File: src/rtl/gcd_host_sequencer.sv
// Host-side initiator for the GCD unit In_ready/Result_taken handshake, with watchdog and response counter.
// Optional build macro GCD_ZERO_BYPASS_EN: zero-operand pairs are answered locally without touching the GCD unit.
module gcd_host_sequencer #(
  parameter int W       = 16,
  parameter int TIMEOUT = 255
) (
  input  logic         clk,
  input  logic         rst,
  input  logic         req_valid,
  output logic         req_ready,
  input  logic [W-1:0] req_a,
  input  logic [W-1:0] req_b,
  output logic         rsp_valid,
  input  logic         rsp_ready,
  output logic [W-1:0] rsp_gcd,
  output logic         rsp_err,
  output logic [W-1:0] gcd_a,
  output logic [W-1:0] gcd_b,
  output logic         gcd_in_ready,
  input  logic         gcd_result_valid,
  input  logic [W-1:0] gcd_result,
  output logic         gcd_result_taken,
  output logic [7:0]   xact_count
);

  // Timer only ever needs to reach TIMEOUT-1.
  localparam int TW = (TIMEOUT < 2) ? 1 : $clog2(TIMEOUT);

  typedef enum logic [2:0] {
    S_IDLE, S_ISSUE, S_WAIT, S_TAKE, S_RESP
  } state_t;

  state_t        r_state, w_next;
  logic [W-1:0]  r_gcd_a, r_gcd_b, r_rsp_gcd;
  logic          r_rsp_err;
  logic [7:0]    r_count;
  logic [TW-1:0] r_timer;
  logic          w_bypass;
  logic          w_timeout;

`ifdef GCD_ZERO_BYPASS_EN
  assign w_bypass = (req_a == '0) || (req_b == '0);
`else
  assign w_bypass = 1'b0;
`endif

  assign w_timeout = (r_timer == TW'(TIMEOUT - 1));

  always_ff @(posedge clk) begin
    if (rst) r_state <= S_IDLE;
    else     r_state <= w_next;
  end

  // Next state plus Moore output decode; outputs depend on r_state only.
  always_comb begin
    w_next           = r_state;
    req_ready        = 1'b0;
    gcd_in_ready     = 1'b0;
    gcd_result_taken = 1'b0;
    rsp_valid        = 1'b0;
    case (r_state)
      S_IDLE: begin
        req_ready = 1'b1;
        if (req_valid) w_next = w_bypass ? S_RESP : S_ISSUE;
      end
      S_ISSUE: begin
        gcd_in_ready = 1'b1;
        w_next       = S_WAIT;
      end
      S_WAIT: begin
        if (gcd_result_valid) w_next = S_TAKE;
        else if (w_timeout)   w_next = S_RESP;
      end
      S_TAKE: begin
        gcd_result_taken = 1'b1;
        w_next           = S_RESP;
      end
      S_RESP: begin
        rsp_valid = 1'b1;
        if (rsp_ready) w_next = S_IDLE;
      end
      default: w_next = S_IDLE;
    endcase
  end

  always_ff @(posedge clk) begin
    if (rst) begin
      r_gcd_a   <= '0;
      r_gcd_b   <= '0;
      r_rsp_gcd <= '0;
      r_rsp_err <= 1'b0;
      r_count   <= '0;
      r_timer   <= '0;
    end else begin
      case (r_state)
        S_IDLE: begin
          if (req_valid) begin
            if (w_bypass) begin
              // gcd(0,x)=x and gcd(0,0)=0, so OR gives the answer directly.
              r_rsp_gcd <= req_a | req_b;
              r_rsp_err <= 1'b0;
            end else begin
              r_gcd_a <= req_a;
              r_gcd_b <= req_b;
            end
          end
        end
        S_ISSUE: r_timer <= '0;
        S_WAIT: begin
          if (gcd_result_valid) begin
            r_rsp_gcd <= gcd_result;
            r_rsp_err <= 1'b0;
          end else if (w_timeout) begin
            r_rsp_gcd <= '0;
            r_rsp_err <= 1'b1;
          end else begin
            r_timer <= r_timer + 1'b1;
          end
        end
        S_RESP: if (rsp_ready) r_count <= r_count + 8'd1;
        default: ;
      endcase
    end
  end

  assign gcd_a      = r_gcd_a;
  assign gcd_b      = r_gcd_b;
  assign rsp_gcd    = r_rsp_gcd;
  assign rsp_err    = r_rsp_err;
  assign xact_count = r_count;

endmodule
File: config.mk
export PLATFORM = sky130hd
export DESIGN_NAME = gcd_host_sequencer
export DESIGN_NICKNAME = d
export VERILOG_FILES = /design/src/rtl/gcd_host_sequencer.sv
export SDC_FILE = /design/constraint.sdc
export NUM_CORES = 1
export LEC_CHECK = 0
export ABC_AREA = 1
export CAP_MARGIN = 20
export CORE_MARGIN = 2
export CORE_UTILIZATION = 44
export DETAILED_ROUTE_END_ITERATION = 12
export PLACE_DENSITY = 0.84
export REMOVE_ABC_BUFFERS = 1
export SLEW_MARGIN = 20
export SYNTH_ARGS = -nofsm -noshare
export SYNTH_HDL_FRONTEND = slang
export SYNTH_SLANG_ARGS = --single-unit
File: constraint.sdc
create_clock -name clk -period 1.88 [get_ports clk]
set_input_delay 0.47 -clock clk [delete_from_list [all_inputs] [get_ports clk]]
set_output_delay 0.47 -clock clk [all_outputs]
set_load 0.01 [all_outputs]
==> results.yml <==
layout:
  multi_input_area_um2: 1350
  drive_above_1_share: 0.105
  final_util: 0.686
  num_antenna_cells: 0
  syn_to_final_growth_pct: 50.0
  seqCellArea_um2: 1370
  final_common_cell: "clkdlybuf4s50_1"
  nFillCells: 526
  final_cell_mix: "clkdlybuf4s50_1, nand2_1, dfxtp_1, a21oi_1, nand3_1"
  final_cell_count_no_fill: 583
  nNetsFinal: 557
worst_setup_path:
  cp_top_family: "buffers and inverters"
  crit_path_top_delay_cell: "clkdlybuf4s50_1"
  end_kind: "primary output"
  path_cells: "clkdlybuf4s50_1"
  crit_type: "flip-flop to primary output"
  crit_required_ps: 1410
  arrival_ps: 1340
  cp-start-kind: "flip-flop"
  path_max_fanout: 5
  cpPeakStageDelay_ps: 570
  crit_buf_inv: 1
route:
  antenna_left: 0
  drt_iter0_markers: 88
  firstDrtPassIters: 4
  num_vias: 2982
  wl_um: 8030
  drt-wirelength-per-cell_um: 13.8
  drc: 0
  via_per_inst: 5.11
timing:
  setup_tns_ps: 0
  hold_viol: 0
  rsz0062_at_grt: "false"
  max_freq_ghz: 0.552
  slew_viol_final: 0
  tightest_slew_ps: 326
  period_minus_slack_ps: 1810
  slew_headroom: 0.783
  fin_crit_sh: 0.964
  fin_skew_ps: 14.5
  setup_violations: 0
  setup_ws_ps: 67.4
synth:
  synth_seq_cells: 68
  netlist_area_um2: 2920
  synth_top_area_frac: 0.466
  synth_area_per_cell_um2: 7.57
  synth_cells: 386
  yosysTopAreaCell: "dfxtp_1"
  ys_warn_count: 0
  synth_area_leaders: "dfxtp_1, nand2_1, a21oi_1"
  seq_area_frac_synth: 0.466
  synth.distinct_cells: 29
floorplan:
  design.die.area_um2: 7310
  start_util: 0.457
  die_w_um: 85.5
  die_h_um: 85.5
  io_pins: 114
  rows: 29
  core-area_um2: 6390
place:
  dpl.cell_count: 567
  dp_slack_ps: 149
  gp_congestion: 0.948
  hpwl_um: 5610
  io_buffers: 113
power:
  seqPwrFrac: 0.373
  ir_drop_uv: 1030
  p_sw_uw: 1650
  leakage_uw: 0.00169
  swShare: 0.341
  power.total_uw: 4830
  p_int_uw: 3190
  pwr-share-comb: 0.337
  clkPwrFrac: 0.289
  power_density_nw_per_um2: 1100
clocking:
  postCtsSetupBuffers: 0
  cts_buffer_depth: 2
  cts.clk_slew.worst_paths_ps: 80
  ctsResizeCount: 10
  cts_hold_buffers: 0
  cts_buffers: 9
  cts_sinks: 68
  clkLatencyLatePin_ps: 350
  cts-root-buf: "clkbuf_8"
  cts.htree.levels: 3
  cts_tree: "built"
global_route:
  grt_pass1_wl_um: 13200
  antenna_found_initial: 0
  grt_pass1_vias: 2840
  grt_use_total: 0.227
  grt_overflow: 0
  grt_max_degree: 58
run_status:
  status: "finished clean"
flow_run:
  drv_cap: 0
worst_hold_path:
  hold_class: "flip-flop to flip-flop"
## power groups by stage
stage / registers [uW] / logic (uW) / clock network (uW)
2_1_floorplan: 1890 / 767 / 0
3_3_place_gp: 1810 / 1610 / 0
3_5_place_dp: 1820 / 1650 / 0
4_1_cts: 1800 / 1640 / 1430
5_1_grt: 1830 / 1800 / 1490
6_report: 1800 / 1630 / 1400
## Yosys cell counts
| cell type | instances |
|---|---|
| nand4_1 | 8 |
| nand2_4 | 2 |
| clkinv_1 | 1 |
| o21ai_0 | 3 |
| nor3b_1 | 2 |
| nand2_1 | 106 |
| o21a_1 | 1 |
| nor3_2 | 1 |
| a21oi_1 | 53 |
| buf_12 | 1 |
| nor3_4 | 1 |
| a31oi_1 | 1 |
| nand2_8 | 1 |
| nor2_8 | 1 |
| buf_2 | 6 |
| a21oi_2 | 9 |
| buf_1 | 1 |
| nor2_1 | 22 |
| inv_1 | 28 |
| nand2_2 | 3 |
| clkbuf_1 | 9 |
| dfxtp_1 | 68 |
| nand3_2 | 2 |
| nor3_1 | 2 |
| nand3b_1 | 2 |
| inv_8 | 1 |
| buf_4 | 1 |
| nand3_1 | 47 |
| ha_1 | 3 |
## metrics by stage
stage          area (um^2)  hold WS (ps)
3_5_place_dp          4140           454
4_1_cts               4380           466
5_1_grt               4380           484
3_3_place_gp          4140           447
6_report              4380           463
2_1_floorplan         2830           450
## registers in the layout, indices dropped and copies added, names as in the netlist
register	count
gcd_a	16
gcd_b	16
rsp_gcd	16
r_timer	8
xact_count	8
r_state	3
rsp_err	1
## path summary, 6_finish.rpt
kind,from,endpoint,slack (ps),cells past startpoint
max reg2reg,r_timer[0],r_timer[6],290,10
max,xact_count[5],xact_count[5],70,1
min reg2reg,gcd_b[1],gcd_b[1],460,2
min,gcd_b[1],gcd_b[1],460,2
## metal layers
layer | GRT usage | up-vias | share of wire
met4 | 0.0967 | 0 | 0.032
met5 | 0 | - | 0
li1 | - | 1504 | -
met1 | 0.271 | 1358 | 0.42
met2 | 0.369 | 96 | 0.49
met3 | 0.0807 | 24 | 0.054
## cell families (layout without fill, tap and decap cells)
| logic type | Yosys count | count (layout) | share of synthesized area |
|---|---|---|---|
| adder cells (fa/ha/maj) | 3 | 3 | 0.0129 |
| AO/OA/AOI/OAI | 67 | 67 | 0.128 |
| flip-flops | 68 | 68 | 0.466 |
| buffers and inverters | 48 | 168 | 0.0737 |
| AND/OR/NAND/NOR | 200 | 200 | 0.320 |
## final cells by class
| class | instances | area share |
|---|---|---|
| Inverter | 30 | 0.0274 |
| Tap cell | 77 | 0.0220 |
| Timing Repair Buffer | 122 | 0.277 |
| Clock buffer | 10 | 0.0314 |
| Sequential cell | 68 | 0.312 |
| Multi-Input combinational cell | 270 | 0.308 |
| Clock inverter | 6 | 0.0217 |
## worst min-delay path: stages (launching register included)
cell	delay (ps)
dfxtp_1	310
nand2_1	60
a21oi_1	50
Note: power is estimated with default switching activity, not from simulation.
